`src/rtl/eth_phy_10g_rx_link_ctrl_pkg.sv`:
```
// ---------------------------------------------------------------------------
// eth_phy_10g_pkg
// Shared types and constants for the 10G PHY RX link controller:
//   - link_state_t : link bring-up state encoding
//   - RETRY_CNT_W  : width of the saturating SERDES retry counter
//   - ERR_CNT_W    : width of the saturating bad-block counter
//   - max4()       : constant helper used to size the shared timer
// No ports (package).
// ---------------------------------------------------------------------------
package eth_phy_10g_pkg;

  localparam int RETRY_CNT_W = 8;
  localparam int ERR_CNT_W   = 16;

  typedef enum logic [2:0] {
    RST_SERDES = 3'd0,
    WAIT_DONE  = 3'd1,
    WAIT_LOCK  = 3'd2,
    QUALIFY    = 3'd3,
    UP         = 3'd4
  } link_state_t;

  // Largest of four values, used at elaboration time for timer sizing.
  function automatic int max4(input int a, input int b, input int c, input int d);
    int m;
    m = a;
    if (b > m) m = b;
    if (c > m) m = c;
    if (d > m) m = d;
    return m;
  endfunction

endpackage

```
`src/rtl/eth_phy_10g_rx_link_ctrl_if.sv`:
```
// ---------------------------------------------------------------------------
// eth_phy_10g_rx_link_ctrl_if
// Bundle of the status/control signals between the RX link controller and
// the SERDES / PCS / BER blocks around it.
//   master : the link controller (drives reset requests and link status)
//   slave  : the PHY side (drives reset-done, lock, BER and bad-block flags)
// Signals:
//   serdes_rx_reset_done  PHY->ctrl  SERDES RX reset sequence complete (level)
//   rx_block_lock         PHY->ctrl  block lock from RX frame sync
//   rx_high_ber           PHY->ctrl  high-BER flag
//   rx_bad_block          PHY->ctrl  one-cycle pulse per bad decoded block
//   serdes_rx_reset       ctrl->PHY  SERDES RX reset request
//   pcs_rx_reset          ctrl->PHY  holds frame sync / decoder in reset
//   rx_status             ctrl->PHY  link up
//   rx_retry_count[7:0]   ctrl->PHY  SERDES reset retries, saturating
// Optional (macro ETH_PHY_10G_RX_LINK_CTRL_ERR_CNT_EN):
//   err_cnt_clr           PHY->ctrl  clear bad-block counter
//   rx_bad_block_count    ctrl->PHY  bad blocks seen while up, saturating
// ---------------------------------------------------------------------------
interface eth_phy_10g_rx_link_ctrl_if;
  import eth_phy_10g_pkg::*;

  logic                   serdes_rx_reset_done;
  logic                   rx_block_lock;
  logic                   rx_high_ber;
  logic                   rx_bad_block;
  logic                   serdes_rx_reset;
  logic                   pcs_rx_reset;
  logic                   rx_status;
  logic [RETRY_CNT_W-1:0] rx_retry_count;
`ifdef ETH_PHY_10G_RX_LINK_CTRL_ERR_CNT_EN
  logic                   err_cnt_clr;
  logic [ERR_CNT_W-1:0]   rx_bad_block_count;

  modport master (
    input  serdes_rx_reset_done, rx_block_lock, rx_high_ber, rx_bad_block, err_cnt_clr,
    output serdes_rx_reset, pcs_rx_reset, rx_status, rx_retry_count, rx_bad_block_count
  );
  modport slave (
    output serdes_rx_reset_done, rx_block_lock, rx_high_ber, rx_bad_block, err_cnt_clr,
    input  serdes_rx_reset, pcs_rx_reset, rx_status, rx_retry_count, rx_bad_block_count
  );
`else
  modport master (
    input  serdes_rx_reset_done, rx_block_lock, rx_high_ber, rx_bad_block,
    output serdes_rx_reset, pcs_rx_reset, rx_status, rx_retry_count
  );
  modport slave (
    output serdes_rx_reset_done, rx_block_lock, rx_high_ber, rx_bad_block,
    input  serdes_rx_reset, pcs_rx_reset, rx_status, rx_retry_count
  );
`endif

endinterface

```
`src/rtl/eth_sat_counter.sv`:
```
// ---------------------------------------------------------------------------
// eth_sat_counter
// Registered up-counter that saturates at all-ones instead of wrapping.
// A clear in the same cycle as an increment yields 1, so the event that
// coincides with the clear is not lost.
// Ports:
//   clk    input        clock
//   rst    input        synchronous active-high reset (count -> 0)
//   inc    input        increment request
//   clr    input        synchronous clear
//   count  output [W]   current count (register)
// ---------------------------------------------------------------------------
module eth_sat_counter #(
  parameter int WIDTH = 8
) (
  input  logic             clk,
  input  logic             rst,
  input  logic             inc,
  input  logic             clr,
  output logic [WIDTH-1:0] count
);

  localparam logic [WIDTH-1:0] CNT_MAX = {WIDTH{1'b1}};

  logic [WIDTH-1:0] r_count;

  // Saturating count register with clear-wins-but-keeps-coincident-event.
  always_ff @(posedge clk) begin
    if (rst) begin
      r_count <= {WIDTH{1'b0}};
    end else if (clr) begin
      r_count <= inc ? WIDTH'(1) : {WIDTH{1'b0}};
    end else if (inc && (r_count != CNT_MAX)) begin
      r_count <= r_count + WIDTH'(1);
    end else begin
      r_count <= r_count;
    end
  end

  assign count = r_count;

endmodule

```
`src/rtl/eth_phy_10g_rx_link_ctrl.sv`:
```
// ---------------------------------------------------------------------------
// eth_phy_10g_rx_link_ctrl
// RX link bring-up controller for a 10GBASE-R PHY. Pulses the SERDES RX
// reset, waits for the SERDES to report reset done, releases the PCS,
// waits for block lock without high BER, qualifies the link for
// STABLE_CYCLES consecutive good cycles and then reports link up. Loss of
// SERDES reset-done or a wait timeout restarts the sequence and bumps a
// saturating retry counter; loss of lock/high BER only falls back to
// waiting for lock.
// Parameters:
//   SERDES_RST_CYCLES    serdes_rx_reset pulse length (>=1)
//   DONE_TIMEOUT_CYCLES  max wait for serdes_rx_reset_done
//   LOCK_TIMEOUT_CYCLES  max wait for block lock after PCS release
//   STABLE_CYCLES        consecutive good cycles needed before link up
// Ports:
//   clk   input   clock, rising edge
//   rst   input   synchronous active-high reset
//   bus   master  link control/status bundle (see eth_phy_10g_rx_link_ctrl_if)
// Optional bad-block counter: define ETH_PHY_10G_RX_LINK_CTRL_ERR_CNT_EN.
// ---------------------------------------------------------------------------
module eth_phy_10g_rx_link_ctrl
  import eth_phy_10g_pkg::*;
#(
  parameter int SERDES_RST_CYCLES   = 64,
  parameter int DONE_TIMEOUT_CYCLES = 4096,
  parameter int LOCK_TIMEOUT_CYCLES = 125000,
  parameter int STABLE_CYCLES       = 1024
) (
  input  logic                       clk,
  input  logic                       rst,
  eth_phy_10g_rx_link_ctrl_if.master bus
);

  localparam int TIMER_MAX = max4(SERDES_RST_CYCLES, DONE_TIMEOUT_CYCLES,
                                  LOCK_TIMEOUT_CYCLES, STABLE_CYCLES);
  localparam int TIMER_W   = $clog2(TIMER_MAX + 1);

  // Terminal timer values: the timer holds "cycles already spent" in the
  // current state, so the last cycle of an N-cycle window has timer N-1.
  localparam logic [TIMER_W-1:0] RST_LAST    = TIMER_W'(SERDES_RST_CYCLES - 1);
  localparam logic [TIMER_W-1:0] DONE_LAST   = TIMER_W'(DONE_TIMEOUT_CYCLES - 1);
  localparam logic [TIMER_W-1:0] LOCK_LAST   = TIMER_W'(LOCK_TIMEOUT_CYCLES - 1);
  localparam logic [TIMER_W-1:0] STABLE_LAST = TIMER_W'(STABLE_CYCLES - 1);
  localparam logic [TIMER_W-1:0] TIMER_ZERO  = {TIMER_W{1'b0}};

  link_state_t            r_state;
  link_state_t            w_next_state;
  logic [TIMER_W-1:0]     r_timer;
  logic [TIMER_W-1:0]     w_timer_nxt;
  logic                   w_retry_inc;
  logic                   w_good;
  logic                   w_done;

  logic                   r_serdes_rx_reset;
  logic                   r_pcs_rx_reset;
  logic                   r_rx_status;
  logic                   w_serdes_rx_reset_nxt;
  logic                   w_pcs_rx_reset_nxt;
  logic                   w_rx_status_nxt;
  logic [RETRY_CNT_W-1:0] w_retry_count;

  assign w_done = bus.serdes_rx_reset_done;
  assign w_good = bus.rx_block_lock & ~bus.rx_high_ber;

  // State and shared timer register.
  always_ff @(posedge clk) begin
    if (rst) begin
      r_state <= RST_SERDES;
      r_timer <= TIMER_ZERO;
    end else begin
      r_state <= w_next_state;
      r_timer <= w_timer_nxt;
    end
  end

  // Next-state, timer and retry-event logic.
  // Within each state the checks are ordered reset-done loss, then timeout,
  // then lock/BER, which gives the required exit priority.
  always_comb begin
    w_next_state = r_state;
    w_timer_nxt  = r_timer + TIMER_W'(1);
    w_retry_inc  = 1'b0;
    case (r_state)
      RST_SERDES: begin
        if (r_timer == RST_LAST) begin
          w_next_state = WAIT_DONE;
          w_timer_nxt  = TIMER_ZERO;
        end else begin
          w_next_state = RST_SERDES;
        end
      end
      WAIT_DONE: begin
        if (w_done) begin
          w_next_state = WAIT_LOCK;
          w_timer_nxt  = TIMER_ZERO;
        end else if (r_timer == DONE_LAST) begin
          w_next_state = RST_SERDES;
          w_timer_nxt  = TIMER_ZERO;
          w_retry_inc  = 1'b1;
        end else begin
          w_next_state = WAIT_DONE;
        end
      end
      WAIT_LOCK: begin
        if (!w_done || (r_timer == LOCK_LAST)) begin
          w_next_state = RST_SERDES;
          w_timer_nxt  = TIMER_ZERO;
          w_retry_inc  = 1'b1;
        end else if (w_good) begin
          w_next_state = QUALIFY;
          w_timer_nxt  = TIMER_ZERO;
        end else begin
          w_next_state = WAIT_LOCK;
        end
      end
      QUALIFY: begin
        // Any bad cycle restarts the lock wait with a fresh timeout window.
        if (!w_done) begin
          w_next_state = RST_SERDES;
          w_timer_nxt  = TIMER_ZERO;
          w_retry_inc  = 1'b1;
        end else if (!w_good) begin
          w_next_state = WAIT_LOCK;
          w_timer_nxt  = TIMER_ZERO;
        end else if (r_timer == STABLE_LAST) begin
          w_next_state = UP;
          w_timer_nxt  = TIMER_ZERO;
        end else begin
          w_next_state = QUALIFY;
        end
      end
      UP: begin
        w_timer_nxt = TIMER_ZERO;
        if (!w_done) begin
          w_next_state = RST_SERDES;
          w_retry_inc  = 1'b1;
        end else if (!w_good) begin
          w_next_state = WAIT_LOCK;
        end else begin
          w_next_state = UP;
        end
      end
      default: begin
        w_next_state = RST_SERDES;
        w_timer_nxt  = TIMER_ZERO;
      end
    endcase
  end

  // Output decode from the next state so the registered outputs line up
  // with the state register.
  always_comb begin
    w_serdes_rx_reset_nxt = (w_next_state == RST_SERDES);
    w_pcs_rx_reset_nxt    = (w_next_state == RST_SERDES) || (w_next_state == WAIT_DONE);
    w_rx_status_nxt       = (w_next_state == UP);
  end

  // Output registers.
  always_ff @(posedge clk) begin
    if (rst) begin
      r_serdes_rx_reset <= 1'b1;
      r_pcs_rx_reset    <= 1'b1;
      r_rx_status       <= 1'b0;
    end else begin
      r_serdes_rx_reset <= w_serdes_rx_reset_nxt;
      r_pcs_rx_reset    <= w_pcs_rx_reset_nxt;
      r_rx_status       <= w_rx_status_nxt;
    end
  end

  eth_sat_counter #(
    .WIDTH (RETRY_CNT_W)
  ) u_retry_cnt (
    .clk   (clk),
    .rst   (rst),
    .inc   (w_retry_inc),
    .clr   (1'b0),
    .count (w_retry_count)
  );

  assign bus.serdes_rx_reset = r_serdes_rx_reset;
  assign bus.pcs_rx_reset    = r_pcs_rx_reset;
  assign bus.rx_status       = r_rx_status;
  assign bus.rx_retry_count  = w_retry_count;

`ifdef ETH_PHY_10G_RX_LINK_CTRL_ERR_CNT_EN
  logic                 w_bad_inc;
  logic [ERR_CNT_W-1:0] w_bad_count;

  // Only bad blocks seen while the link is up are meaningful errors.
  assign w_bad_inc = bus.rx_bad_block & (r_state == UP);

  eth_sat_counter #(
    .WIDTH (ERR_CNT_W)
  ) u_bad_cnt (
    .clk   (clk),
    .rst   (rst),
    .inc   (w_bad_inc),
    .clr   (bus.err_cnt_clr),
    .count (w_bad_count)
  );

  assign bus.rx_bad_block_count = w_bad_count;
`else
  logic w_unused_bad_block;
  assign w_unused_bad_block = bus.rx_bad_block;
`endif

endmodule

```
`src/flat_wrapper.sv`:
```
// flat-port wrapper written by rule: the top's interface ports become plain ports
module eth_phy_10g_rx_link_ctrl_flat import eth_phy_10g_pkg::*;
#(
  parameter int SERDES_RST_CYCLES   = 64,
  parameter int DONE_TIMEOUT_CYCLES = 4096,
  parameter int LOCK_TIMEOUT_CYCLES = 125000,
  parameter int STABLE_CYCLES       = 1024
)
  (clk, rst, bus_serdes_rx_reset_done, bus_rx_block_lock, bus_rx_high_ber, bus_rx_bad_block, bus_serdes_rx_reset, bus_pcs_rx_reset, bus_rx_status, bus_rx_retry_count);
  eth_phy_10g_rx_link_ctrl_if bus_i ();
  input  logic clk;
  input  logic rst;
  input wire logic [$bits(bus_i.serdes_rx_reset_done)-1:0] bus_serdes_rx_reset_done;
  input wire logic [$bits(bus_i.rx_block_lock)-1:0] bus_rx_block_lock;
  input wire logic [$bits(bus_i.rx_high_ber)-1:0] bus_rx_high_ber;
  input wire logic [$bits(bus_i.rx_bad_block)-1:0] bus_rx_bad_block;
  output wire logic [$bits(bus_i.serdes_rx_reset)-1:0] bus_serdes_rx_reset;
  output wire logic [$bits(bus_i.pcs_rx_reset)-1:0] bus_pcs_rx_reset;
  output wire logic [$bits(bus_i.rx_status)-1:0] bus_rx_status;
  output wire logic [$bits(bus_i.rx_retry_count)-1:0] bus_rx_retry_count;
  assign bus_i.serdes_rx_reset_done = bus_serdes_rx_reset_done;
  assign bus_i.rx_block_lock = bus_rx_block_lock;
  assign bus_i.rx_high_ber = bus_rx_high_ber;
  assign bus_i.rx_bad_block = bus_rx_bad_block;
  assign bus_serdes_rx_reset = bus_i.serdes_rx_reset;
  assign bus_pcs_rx_reset = bus_i.pcs_rx_reset;
  assign bus_rx_status = bus_i.rx_status;
  assign bus_rx_retry_count = bus_i.rx_retry_count;
  eth_phy_10g_rx_link_ctrl #(.SERDES_RST_CYCLES(SERDES_RST_CYCLES), .DONE_TIMEOUT_CYCLES(DONE_TIMEOUT_CYCLES), .LOCK_TIMEOUT_CYCLES(LOCK_TIMEOUT_CYCLES), .STABLE_CYCLES(STABLE_CYCLES)) u_core (.clk(clk), .rst(rst), .bus(bus_i));
endmodule
```
`config.mk`:
```
export PLATFORM = sky130hd
export DESIGN_NAME = eth_phy_10g_rx_link_ctrl_flat
export DESIGN_NICKNAME = d
export VERILOG_FILES = /design/src/rtl/eth_phy_10g_rx_link_ctrl_pkg.sv /design/src/rtl/eth_phy_10g_rx_link_ctrl_if.sv /design/src/rtl/eth_sat_counter.sv /design/src/rtl/eth_phy_10g_rx_link_ctrl.sv /design/src/flat_wrapper.sv
export SDC_FILE = /design/constraint.sdc
export NUM_CORES = 1
export LEC_CHECK = 0
export CORE_MARGIN = 3
export CORE_UTILIZATION = 59
export CTS_CLUSTER_DIAMETER = 50
export DETAILED_ROUTE_END_ITERATION = 8
export GPL_TIMING_DRIVEN = 0
export PLACE_DENSITY = 0.87
export SYNTH_ARGS = -nofsm -noshare
export SYNTH_HDL_FRONTEND = slang
export SYNTH_SLANG_ARGS = --single-unit
```
`constraint.sdc`:
```
create_clock -name clk -period 6.2 [get_ports clk]
set_input_delay 1.24 -clock clk [delete_from_list [all_inputs] [get_ports clk]]
set_output_delay 1.24 -clock clk [all_outputs]
set_load 0.02 [all_outputs]
```
# Word level (Yosys, flattened, before mapping)
# Index checks and enable logic that the tools add are counted.
[op_classes] n_addsub=2 n_mul=0 n_div=0 magnitude_cmp=0 n_eq_ne=11 shifts=0 n_mux=25 bitwise=2 n_reduce_logical=7
[ops] operator="2-to-1 mux 17 bit" n=8
[ops] operator="one-hot mux 17 bit (4 select lines)" n=1
[ops] operator="2-to-1 mux 3 bit" n=7
[ops] operator="adder 17 x 1 -> 17 bit (second input constant)" n=1
[ops] operator="equality test 17 x 10 -> 1 bit (second input constant)" n=1
[ops] operator="equality test 17 x 12 -> 1 bit (second input constant)" n=1
[ops] operator="equality test 17 bit (second input constant)" n=1
[ops] operator="equality test 17 x 6 -> 1 bit (second input constant)" n=1
[ops] operator="one-hot mux 3 bit (5 select lines)" n=1
[ops] operator="adder 8 x 1 -> 8 bit (second input constant)" n=1
[ops] operator="!= test 8 bit (second input constant)" n=1
[ops] operator="2-to-1 mux 1 bit" n=7
[ops] operator="equality test 3 x 1 -> 1 bit (second input constant)" n=2
[ops] operator="equality test 3 x 2 -> 1 bit (second input constant)" n=2
[ops] operator="equality test 3 bit (second input constant)" n=2
[ops] operator="zero test 3 bit" n=2
[ops] operator="one-hot mux 1 bit (3 select lines)" n=1
[ops] operator="logical OR 1 bit" n=2
[ops] operator="OR reduction 2 bit" n=1
[ops] operator="AND 1 bit" n=1
[ops] operator="logical AND 1 bit" n=1
[ops] operator="zero test 1 bit" n=1
[ops] operator="inverter 1 bit" n=1
[totals] regBits=31 latchBits=0 ram_bits=0 mem_bits_ro=0 in_bits=6 out_inout_bits=11 memories=0

# Logic depth before layout (Yosys ltp)
# Gate-level depths: netlist of the first run.
[depth] word_depth=7 ltp_mapped=9 mapped_depth_nobuf=8

# Hierarchy
# A second synthesis of the first run with hierarchy kept.
[unflattened] hier_cells=195 hier_area_um2=1640.3
[modules_own_cells] module="eth_phy_10g_rx_link_ctrl" n_inst=1 cells_each=142 area_per_inst_um2=1196.1
[modules_own_cells] module="eth_sat_counter" n_inst=1 cells_each=53 area_per_inst_um2=444.2

# Worst setup path after synthesis of the first run
# OpenSTA, ideal clock, no wires.
[synth_timing] path_kind="in2reg" startpoint="in bus_serdes_rx_reset_done" endpoint="reg u_core.u_retry_cnt.r_count[4], in the netlist u_core.u_retry_cnt.count[4]" setup_ps=123 arrival_time_ps=2589 slack_ps=3488 path_stages=6 n_path_buf=0 cell_sequence="nor2_1 > nand2_1 > or4_4 > a21oi_4 > nand4_1 > mux2_1"
[synth_via] elab_chain_cells=5 elab_cells_between_ends=7 classes_between="mux: 4; reduce/logical: 3"
[synth_rtl] item="start: declaration" line="flat_wrapper.sv:13" source="input wire logic [$bits(bus_i.serdes_rx_reset_done)-1:0] bus_serdes_rx_reset_done;"
[synth_rtl] item="zero test 1 bit" line="eth_phy_10g_rx_link_ctrl.sv:105" source="if (!w_done || (r_timer == LOCK_LAST)) begin"
[synth_rtl] item="logical OR 1 bit" line="eth_phy_10g_rx_link_ctrl.sv:105"
[synth_rtl] item="2-to-1 mux 1 bit" line="eth_phy_10g_rx_link_ctrl.sv:105"
[synth_rtl] item="one-hot mux 1 bit (3 select lines) *" line="eth_phy_10g_rx_link_ctrl.sv:83" source="case (r_state)"
[synth_rtl] item="logical AND 1 bit *" line="eth_sat_counter.sv:33" source="end else if (inc && (r_count != CNT_MAX)) begin"
[synth_rtl] item="end signal: assignment" line="eth_sat_counter.sv:32" source="r_count <= inc ? WIDTH'(1) : {WIDTH{1'b0}};"
[synth_rtl] item="end signal: assignment" line="eth_sat_counter.sv:34" source="r_count <= r_count + WIDTH'(1);"
[synth_rtl] item="end signal: assignment" line="eth_sat_counter.sv:36" source="r_count <= r_count;"
[synth_rtl] item="end: declaration" line="eth_sat_counter.sv:25" source="logic [WIDTH-1:0] r_count;"
# Mark *: on every way between the ends. The rest lies on a longest branch, timed or not.
# A chain may end at the register's enable or synchronous reset.

# Worst setup path after layout of the first run
[layout_timing] startpoint="in bus_serdes_rx_reset_done" endpoint="reg u_core.u_retry_cnt.r_count[6], in the netlist u_core.u_retry_cnt.count[6]"
# Same word-level chain as after synthesis.

==> results.json, run 1 <==
{
  "synth.lib_cells_used.distinct": 44,
  "setup.worst_path.class": "input pin to flip-flop",
  "diode_count": 0,
  "routabilityCongestion": 0.8245,
  "cts_htree_levels": 2,
  "postSynthCellCount": 178,
  "timing.reg2reg.setup_slack_ns": 3.89,
  "vias": 1351,
  "setup_viol": 0,
  "initial_utilization_pct": 65.56,
  "placeable_core_region_um2": 2340,
  "drt_first_iter_violations": 43,
  "timing.final.hold_violations": 0,
  "route.detailed.drc": 0,
  "layout_min_cycle_time_ns": 3.016,
  "timing.max_cap.violations": 0,
  "rsz0062_at_grt": "no",
  "synth.cell_area_um2": 1534,
  "detailed_place_hpwl_um": 2276,
  "grtUsageMet2_pct": 36.05,
  "tritoncts": "built",
  "synth.yosys.seq_area_share_pct": 40.46,
  "die_h_um": 56.99,
  "first_global_vias": 1295,
  "die_area_um2": 3248,
  "layout.core_utilization_pct": 76.42,
  "global_route.peak_usage_layer": "met2",
  "setup_total_negative_slack_ns": 0,
  "slew_viol_final": 0,
  "maximum_number_of_pins_on_one_net_before_global_route_repair": 11,
  "timing.critical_path.from_type": "input pin",
  "final_layout_size_suffix_gt1_share_pct": 9.453,
  "filler_cell_count": 171,
  "avgRoutedWirePerCell_um": 13.21,
  "grt_util_all_layers_pct": 20.82,
  "ctsLongestPathBuffers": 2,
  "cts.repair_timing.setup_buffer_count": 0,
  "synth_fp_nets": 186,
  "crit_required_ns": 6.43,
  "grt_antenna_before_repair": 0,
  "slew_headroom_pct": 61.40,
  "firstDrtPassIters": 4,
  "hold_ws_ns": 0.4555,
  "fp-row-count": 17,
  "yosys_register_bits": 31,
  "cp_slowest_stage_delay_ns": 0.59,
  "number_of_flops_mapped_to_enable_cells_by_yosys": 0,
  "met3_usage_pct": 5.882,
  "critical_path.endpoint_type": "flip-flop",
  "crit_slowest_cell": "sky130_fd_sc_hd__or4_4",
  "peakVddDrop_mv": 0.1509,
  "first_pass_grt_wire_length_um": 5257,
  "clock-sinks": 31,
  "syn-mean-instance-area_um2": 8.618,
  "fin_skew_ns": 0.006756,
  "cts-root-buf": "sky130_fd_sc_hd__clkbuf_4",
  "cellLeakagePower_nw": 0.6555,
  "multi_input_comb_area_um2": 859.6,
  "die_width_um": 56.99,
  "yosys_warnings": 0,
  "critPathMaxFanout": 6,
  "layout_common_cells": "37 x sky130_fd_sc_hd__nor2_1, 31 x sky130_fd_sc_hd__dfxtp_1, 15 x sky130_fd_sc_hd__clkdlybuf4s50_1, 13 x sky130_fd_sc_hd__nand2_1, 11 x sky130_fd_sc_hd__xnor2_1",
  "num-nets-final": 208,
  "run_status": "finished clean",
  "worstSkewPairLatency_ns": 0.33,
  "arrival_ns": 3.25,
  "cts_hold_repair.buffers": 0,
  "gr-total-overflow": 0,
  "globalRouteMet1Util_pct": 21.60,
  "holdCritPathClass": "flip-flop to flip-flop",
  "cts.reportedPaths.clkPinSlew_ns": 0.09,
  "cts_made_buffers": 5,
  "power.density_nw_per_um2": 193.9,
  "route.final.wire_length_um": 3026,
  "most_frequent_standard_cell_in_the_layout_excluding_fill_and_tap_cells": "sky130_fd_sc_hd__nor2_1",
  "fin_crit_sh_pct": 48.65,
  "highest_clock_rate_ghz": 0.3315,
  "tightest_pin_transition_ns": 0.5775,
  "antenna_left": 0,
  "layout.area.seq_um2": 620.6,
  "io_buffers": 15,
  "cts_resized": 0,
  "total_i_o_pin_count": 17,
  "worstPathCellList": "clkdlybuf4s50_1, nor2_1, nand2_1, or4_4, a21oi_4, nand4_1, mux2_1",
  "dominantRegCellSynth": "sky130_fd_sc_hd__dfxtp_1",
  "synthToLayoutAreaGrowth_pct": 16.56,
  "routed_via_density": 5.900,
  "synth-async-reset-ratio_pct": 0
}
final timing paths:
path / start / end / cells past startpoint
setup / recovery: bus_serdes_rx_reset_done / u_core.u_retry_cnt.count[6]$_SDFFE_PP0P_ / 7
hold / removal: u_core.r_timer[0]$_SDFF_PP0_ / u_core.r_timer[0]$_SDFF_PP0_ / 1
setup reg to reg: u_core.r_timer[0]$_SDFF_PP0_ / u_core.r_timer[9]$_SDFF_PP0_ / 9
hold reg to reg: u_core.r_timer[0]$_SDFF_PP0_ / u_core.r_timer[0]$_SDFF_PP0_ / 1
sequential cells by signal (all words and copies together), names as in the netlist:
name	cells
u_core.bus.serdes_rx_reset	1
u_core.bus.pcs_rx_reset	1
u_core.bus.rx_status	1
u_core.r_state	3
u_core.u_retry_cnt.count	8
u_core.r_timer	17
kinds of logic after synthesis:
family | after synthesis | synth area share, %
adders and majority gates | 2 | 1.631
buffers and inverters | 11 | 3.507
muxes | 3 | 2.121
DFF | 31 | 40.46
and+or+nand+nor | 90 | 29.77
AOI/OAI and AO/OA | 22 | 11.66
xor gates and xnor gates | 19 | 10.85
worst max-delay path: cells and delay by family:
kind | cells | cell delay [ns]
simple gates | 4 | 0.95
mux | 1 | 0.32
buf+inv | 1 | 0.52
compound gates | 1 | 0.22
power by group:
group          switching, W  leakage, nW  internal [W]
Sequential       0.00000127        0.250      0.000201
Combinational    0.00000699        0.367    0.00000546
Clock             0.0000657       0.0386     0.0000666
Total             0.0000739        0.656      0.000273
stage by stage:
step           power [W]  area (um2)  cells  setup slack [ns]
5_1_grt        0.0003594        1788    229             3.082
3_5_place_dp   0.0002192        1719    221             2.833
6_report       0.0003467        1788    229             3.184
3_3_place_gp   0.0002184        1719    221             2.887
4_1_cts        0.0003496        1788    229             3.194
2_1_floorplan  0.0002137        1534    178             3.488
Yosys cell counts, types with 2 or more instances:
library cell / number / area, um2
sky130_fd_sc_hd__mux2_1: 2 / 22.52
sky130_fd_sc_hd__xor2_1: 8 / 70.07
sky130_fd_sc_hd__and3_1: 5 / 31.28
sky130_fd_sc_hd__a21oi_1: 5 / 25.02
sky130_fd_sc_hd__a211oi_1: 2 / 15.01
sky130_fd_sc_hd__xnor2_1: 11 / 96.34
sky130_fd_sc_hd__dfxtp_1: 31 / 620.6
sky130_fd_sc_hd__nand3_1: 7 / 35.03
sky130_fd_sc_hd__nor2b_1: 4 / 25.02
sky130_fd_sc_hd__nand2_1: 13 / 48.80
sky130_fd_sc_hd__and2_1: 2 / 12.51
sky130_fd_sc_hd__nor2_1: 37 / 138.9
sky130_fd_sc_hd__nand4_1: 6 / 37.54
sky130_fd_sc_hd__ha_1: 2 / 25.02
sky130_fd_sc_hd__nand2b_1: 3 / 18.77
sky130_fd_sc_hd__nor3_1: 3 / 15.01
sky130_fd_sc_hd__a31o_2: 2 / 17.52
sky130_fd_sc_hd__o22ai_1: 2 / 12.51
sky130_fd_sc_hd__inv_1: 7 / 26.28
sky130_fd_sc_hd__or3_1: 2 / 12.51
metal layers:
layer  share of wire, %  up-vias
li1                   -      657
met4                4.3        0
met5                  0        -
met1                 41      634
met3                6.3       15
met2                 49       45
layout make-up:
| class | instances | area share (%) |
|---|---|---|
| Inverter | 7 | 1.470 |
| Multi-Input combinational cell | 136 | 48.08 |
| Clock buffer | 8 | 3.849 |
| Sequential cell | 31 | 34.71 |
| Tap cell | 28 | 1.959 |
| Timing Repair Buffer | 15 | 8.398 |
| Buffer | 4 | 1.540 |
No activity file was read; power rests on OpenSTA's default activity.
==> run 2, diff against run 1 <==
CORE_UTILIZATION = 55   (was 59)
PLACE_DENSITY = 0.82   (was 0.87)
clock period = 2.8 ns   (was 6.2 ns; I/O delays follow)
==> run 2 against run 1 <==
First-iteration DRC count increased by 110%. Register-to-register slack got worse by 3.4 ns. Critical endpoint is now u_core.u_retry_cnt.count[4]$_SDFFE_PP0P_. Sequential cell count is the same. Sequential share of layout area about the same. Highest routed layer unchanged. Hold slack worse by 0.0044 ns. Critical path type unchanged. Global-route usage fell by 0.57 points. Largest power group unchanged. Final cell count is 0.87% higher. Non-clock buffer count unchanged.
==> results.json, run 2 (synthesis gave the netlist of run 1 again) <==
{
  "grt_util_all_layers_pct": 20.25,
  "setup_total_negative_slack_ns": 0,
  "layout_min_cycle_time_ns": 2.353,
  "critical_path.endpoint_type": "flip-flop",
  "detailed_place_hpwl_um": 2349,
  "grt_antenna_before_repair": 0,
  "rsz0062_at_grt": "no",
  "multi_input_comb_area_um2": 859.6,
  "die_area_um2": 3459,
  "maximum_number_of_pins_on_one_net_before_global_route_repair": 11,
  "filler_cell_count": 200,
  "placeable_core_region_um2": 2567,
  "routed_via_density": 5.810,
  "seq_power_share_pct": 58.3,
  "initial_utilization_pct": 59.75,
  "setup_viol": 0,
  "slew_viol_final": 0,
  "critPathMaxFanout": 6,
  "fp-row-count": 18,
  "total_i_o_pin_count": 17,
  "cts.reportedPaths.clkPinSlew_ns": 0.09,
  "antenna_left": 0,
  "io_buffers": 15,
  "run_status": "finished clean",
  "setup_ws_ns": 0.4468,
  "worst_hold_path.num_cells": 1,
  "power_switching_share_pct": 21.25,
  "cts_htree_levels": 2,
  "first_pass_grt_wire_length_um": 5140,
  "route.detailed.drc": 0,
  "cts_hold_repair.buffers": 0,
  "avgRoutedWirePerCell_um": 13.31,
  "fin_skew_ns": 0.004229,
  "power.density_nw_per_um2": 428.3,
  "cts_resized": 0,
  "routabilityCongestion": 0.8135,
  "die_width_um": 58.81,
  "post-route-cell-area_um2": 1790,
  "layout_common_cells": "37 x sky130_fd_sc_hd__nor2_1, 31 x sky130_fd_sc_hd__dfxtp_1, 15 x sky130_fd_sc_hd__clkdlybuf4s50_1, 13 x sky130_fd_sc_hd__nand2_1, 11 x sky130_fd_sc_hd__xnor2_1",
  "timing.critical_path.from_type": "input pin",
  "cts-root-buf": "sky130_fd_sc_hd__clkbuf_4",
  "num-nets-final": 208,
  "p_int_w": 0.0006039,
  "r2r.worst_path.cells": 9,
  "die_h_um": 58.81,
  "cellLeakagePower_nw": 0.6555,
  "timing.max_cap.violations": 0,
  "route.final.wire_length_um": 3075,
  "clock-sinks": 31,
  "ctsLongestPathBuffers": 2,
  "pre_cts_ws_ns": 0.1149,
  "fin_crit_sh_pct": 84.04,
  "cts.repair_timing.setup_buffer_count": 0,
  "gr-total-overflow": 0,
  "tightest_pin_transition_ns": 0.6427,
  "tritoncts": "built",
  "vias": 1342,
  "layout.core_utilization_pct": 69.74,
  "arrival_ns": 2.58,
  "slew_headroom_pct": 57.04,
  "max_flop_register": "u_core.r_timer",
  "layout.area.seq_um2": 620.6,
  "drt_first_iter_violations": 92,
  "final_layout_size_suffix_gt1_share_pct": 9.453,
  "synthToLayoutAreaGrowth_pct": 16.72,
  "worstSkewPairLatency_ns": 0.33,
  "setup.worst_path.class": "input pin to flip-flop",
  "holdCritPathClass": "flip-flop to flip-flop",
  "highest_clock_rate_ghz": 0.4249,
  "report.power.total_w": 0.0007669,
  "firstDrtPassIters": 4,
  "cts_made_buffers": 5,
  "total_net_switching_power_w": 0.0001630,
  "largest_register_ffs": 17,
  "diode_count": 0,
  "timing.reg2reg.setup_slack_ns": 0.50,
  "timing.final.hold_violations": 0,
  "peakVddDrop_mv": 0.3791,
  "crit_required_ns": 3.03,
  "power.clock.fraction_pct": 38.2,
  "post_place_instance_area_um2": 1722,
  "first_global_vias": 1223,
  "power_frac_comb_pct": 3.5,
  "most_frequent_standard_cell_in_the_layout_excluding_fill_and_tap_cells": "sky130_fd_sc_hd__nor2_1"
}
run 2: worst paths after layout:
path / end / from
setup reg to reg: u_core.r_timer[10]$_SDFF_PP0_ / u_core.r_timer[0]$_SDFF_PP0_
hold reg to reg: u_core.r_timer[0]$_SDFF_PP0_ / u_core.r_timer[0]$_SDFF_PP0_
hold / removal: u_core.r_timer[0]$_SDFF_PP0_ / u_core.r_timer[0]$_SDFF_PP0_
setup / recovery: u_core.u_retry_cnt.count[4]$_SDFFE_PP0P_ / bus_serdes_rx_reset_done
run 2: critical path, cell delays in order:
cell                              delay (ns)
sky130_fd_sc_hd__clkdlybuf4s50_1        0.50
sky130_fd_sc_hd__nor2_1                 0.15
sky130_fd_sc_hd__nand2_1                0.09
sky130_fd_sc_hd__or4_4                  0.59
sky130_fd_sc_hd__a21oi_4                0.24
sky130_fd_sc_hd__nand4_1                0.14
sky130_fd_sc_hd__mux2_1                 0.32
run 2: final cells by class:
class,count,area share [%]
repair buffers,15,8.386
inverters,7,1.468
flip-flops and latches,31,34.66
clock buffers,8,3.843
well taps,30,2.096
plain buffers,4,1.537
multi-input cells,136,48.01
run 2: per-layer routing:
layer,vias to the layer above,part of all wire (%),global-route usage (%)
li1,660,-,-
met1,633,42,21.88
met2,40,49,33.44
met3,9,5.9,7.456
met4,0,2.8,12.30
met5,-,0,0
run 2: per-stage QoR:
step                instances  hold slack, ns
global placement          223          0.4280
CTS                       231          0.4593
floorplan                 178          0.4175
finish                    231          0.4511
global route              231          0.4931
detailed placement        223          0.4427
run 2: power groups by stage:
stage	combinational [W]	clock [W]	sequential [W]
2_1_floorplan	0.0000161	0	0.000457
3_3_place_gp	0.0000264	0	0.000457
3_5_place_dp	0.0000272	0	0.000458
4_1_cts	0.0000274	0.000305	0.000447
5_1_grt	0.0000309	0.000323	0.000448
6_report	0.0000272	0.000293	0.000447
==> run 3, diff against run 2 <==
clock period = 2.3 ns   (was 2.8 ns; I/O delays follow)
==> run 3 against run 2 <==
First-iteration DRC count increased by 8.7%. Count of clock-buffer cells in the layout unchanged. Register-to-register slack worse by 0.39 ns. Non-clock buffer count up 1. Worst setup slack worse by 0.34 ns. Die area stayed put. Final cell count rose by 0.43%.
==> results.json, run 3 (synthesis gave the netlist of run 1 again) <==
{
  "power.density_nw_per_um2": 511.0,
  "grt_antenna_before_repair": 0,
  "drt_first_iter_violations": 100,
  "cellLeakagePower_nw": 0.6650,
  "timing.critical_path.max_delay_family": "simple AND/OR/NAND/NOR gates",
  "layout.area.seq_um2": 620.6,
  "routabilityCongestion": 0.8135,
  "timing.max_cap.violations": 0,
  "arrival_ns": 2.42,
  "tritoncts": "built",
  "worstPathCellList": "ha_1, and3_1, buf_2, nand3_1, or4_4, a21oi_4, nand4_1, mux2_1",
  "highest_clock_rate_ghz": 0.4561,
  "first_pass_grt_wire_length_um": 5133,
  "total_net_switching_power_w": 0.0001990,
  "power_switching_share_pct": 21.30,
  "power_frac_comb_pct": 3.6,
  "setup.worst_path.class": "flip-flop to flip-flop",
  "top_routing_layer_used": "met4",
  "fin_crit_sh_pct": 95.32,
  "filler_cell_count": 188,
  "holdCritPathClass": "flip-flop to flip-flop",
  "cp_num_cells": 8,
  "num-nets-final": 209,
  "synthToLayoutAreaGrowth_pct": 19.17,
  "grt_util_all_layers_pct": 20.25,
  "met2_length_um": 1601,
  "timing.critical_path.from_type": "flip-flop",
  "diode_count": 0,
  "first_global_vias": 1217,
  "route.detailed.drc": 0,
  "cts-root-buf": "sky130_fd_sc_hd__clkbuf_4",
  "routed_via_density": 5.918,
  "post_place_instance_area_um2": 1722,
  "dp.cells": 223,
  "fp-row-count": 18,
  "run_status": "finished clean",
  "fin_skew_ns": 0.003789,
  "cts_made_buffers": 5,
  "detailed_place_hpwl_um": 2349,
  "largest_register_ffs": 17,
  "timing.final.hold_violations": 0,
  "maximum_number_of_pins_on_one_net_before_global_route_repair": 11,
  "placeable_core_region_um2": 2567,
  "critPathMaxFanout": 5,
  "clock-sinks": 31,
  "die_area_um2": 3459,
  "r2r.worst_path.cells": 8,
  "layout_min_cycle_time_ns": 2.192,
  "setup.worst_path.end": "u_core.u_retry_cnt.count[4]$_SDFFE_PP0P_",
  "avgRoutedWirePerCell_um": 13.78,
  "initial_utilization_pct": 59.75,
  "final_layout_size_suffix_gt1_share_pct": 11.88,
  "power.clock.fraction_pct": 38.2,
  "r2r_start": "u_core.r_timer[0]$_SDFF_PP0_",
  "tightest_pin_transition_ns": 0.6624,
  "critical_path.endpoint_type": "flip-flop",
  "crit_required_ns": 2.53,
  "met3_wirelength_um": 204,
  "setup_viol": 0,
  "gr-total-overflow": 0,
  "crit_slowest_cell": "sky130_fd_sc_hd__or4_4",
  "routedLengthMet1_um": 1305,
  "most_frequent_standard_cell_in_the_layout_excluding_fill_and_tap_cells": "sky130_fd_sc_hd__nor2_1",
  "vias": 1373,
  "worst_hold_path.num_cells": 1,
  "seq_power_share_pct": 58.3,
  "die_h_um": 58.81,
  "layout.core_utilization_pct": 71.20,
  "worstSkewPairLatency_ns": 0.33,
  "cts_htree_levels": 2,
  "route.final.wire_length_um": 3197,
  "timing.critical_path.from": "u_core.r_timer[0]$_SDFF_PP0_",
  "post-route-cell-area_um2": 1828,
  "total_i_o_pin_count": 17,
  "max_flop_register": "u_core.r_timer",
  "io_buffers": 15,
  "ctsLongestPathBuffers": 2,
  "cts.reportedPaths.clkPinSlew_ns": 0.09,
  "layout_common_cells": "37 x sky130_fd_sc_hd__nor2_1, 31 x sky130_fd_sc_hd__dfxtp_1, 15 x sky130_fd_sc_hd__clkdlybuf4s50_1, 13 x sky130_fd_sc_hd__nand2_1, 11 x sky130_fd_sc_hd__xnor2_1",
  "instances_no_fill": 232,
  "antenna_left": 0,
  "setup_total_negative_slack_ns": 0,
  "peakVddDrop_mv": 0.4619,
  "multi_input_comb_area_um2": 889.6,
  "die_width_um": 58.81,
  "firstDrtPassIters": 4,
  "reg2reg_to": "u_core.u_retry_cnt.count[4]$_SDFFE_PP0P_",
  "slew_viol_final": 0,
  "p_int_w": 0.0007352,
  "rsz0062_at_grt": "yes",
  "timing.reg2reg.setup_slack_ns": 0.11,
  "critical_path.n_buffers_inverters": 1,
  "slew_headroom_pct": 55.73,
  "cp_slowest_stage_delay_ns": 0.48
}
## run 3: worst min-delay path by stage
stage                                   end                          from  slack [ns]
6_report       u_core.r_timer[0]$_SDFF_PP0_  u_core.r_timer[0]$_SDFF_PP0_        0.45
2_1_floorplan  u_core.r_timer[0]$_SDFF_PP0_  u_core.r_timer[0]$_SDFF_PP0_        0.42
3_5_place_dp   u_core.r_timer[0]$_SDFF_PP0_  u_core.r_timer[0]$_SDFF_PP0_        0.44
3_3_place_gp   u_core.r_timer[0]$_SDFF_PP0_  u_core.r_timer[0]$_SDFF_PP0_        0.43
4_1_cts        u_core.r_timer[0]$_SDFF_PP0_  u_core.r_timer[0]$_SDFF_PP0_        0.46
5_1_grt        u_core.r_timer[0]$_SDFF_PP0_  u_core.r_timer[0]$_SDFF_PP0_        0.49
## run 3: worst reg2reg max path, stage by stage, from the launching register on
cell and delay, ns:
sky130_fd_sc_hd__dfxtp_1 0.36, sky130_fd_sc_hd__ha_1 0.21, sky130_fd_sc_hd__and3_1 0.17, sky130_fd_sc_hd__buf_2 0.15, sky130_fd_sc_hd__nand3_1 0.10, sky130_fd_sc_hd__or4_4 0.48
sky130_fd_sc_hd__a21oi_4 0.17, sky130_fd_sc_hd__nand4_1 0.12, sky130_fd_sc_hd__mux2_1 0.32
## run 3: area by class of cell
cell class	count	share of cell area (%)
Clock buffer	8	3.765
Inverter	7	1.437
Tap cell	30	2.053
Multi-Input combinational cell	136	48.67
Buffer	4	1.506
Timing Repair Buffer	16	8.624
Sequential cell	31	33.95
## run 3: power by group through the flow
stage / clock network [W] / logic [W] / registers [W]
floorplan: 0 / 0.0000196 / 0.000556
global placement: 0 / 0.0000322 / 0.000557
detailed placement: 0 / 0.0000331 / 0.000557
CTS: 0.000371 / 0.0000334 / 0.000544
global route: 0.000393 / 0.0000377 / 0.000545
finish: 0.000357 / 0.0000332 / 0.000544
## run 3: per-stage QoR
step | hold WS [ns] | worst slack [ns] | total power (W)
after global routing | 0.4931 | -0.06084 | 0.0009760
final | 0.4512 | 0.1077 | 0.0009342
after floorplan | 0.4175 | 0.2337 | 0.0005760
after CTS | 0.4593 | 0.03651 | 0.0009493
after detailed placement | 0.4427 | -0.2851 | 0.0005902
after global placement | 0.4280 | -0.2375 | 0.0005888
## run 3: routing by layer
layer	GRT usage, %	vias up
li1	-	662
met1	22.01	661
met2	33.28	41
met3	7.456	9
met4	12.30	0
met5	0	-
## run 3: timing repair
action	in CTS	in global routing
hold buffers	0	0
setup buffers	0	1
resized for setup	1	4
gates cloned	0	0
endpoints found under the setup margin	10	14
pin swaps	0	1
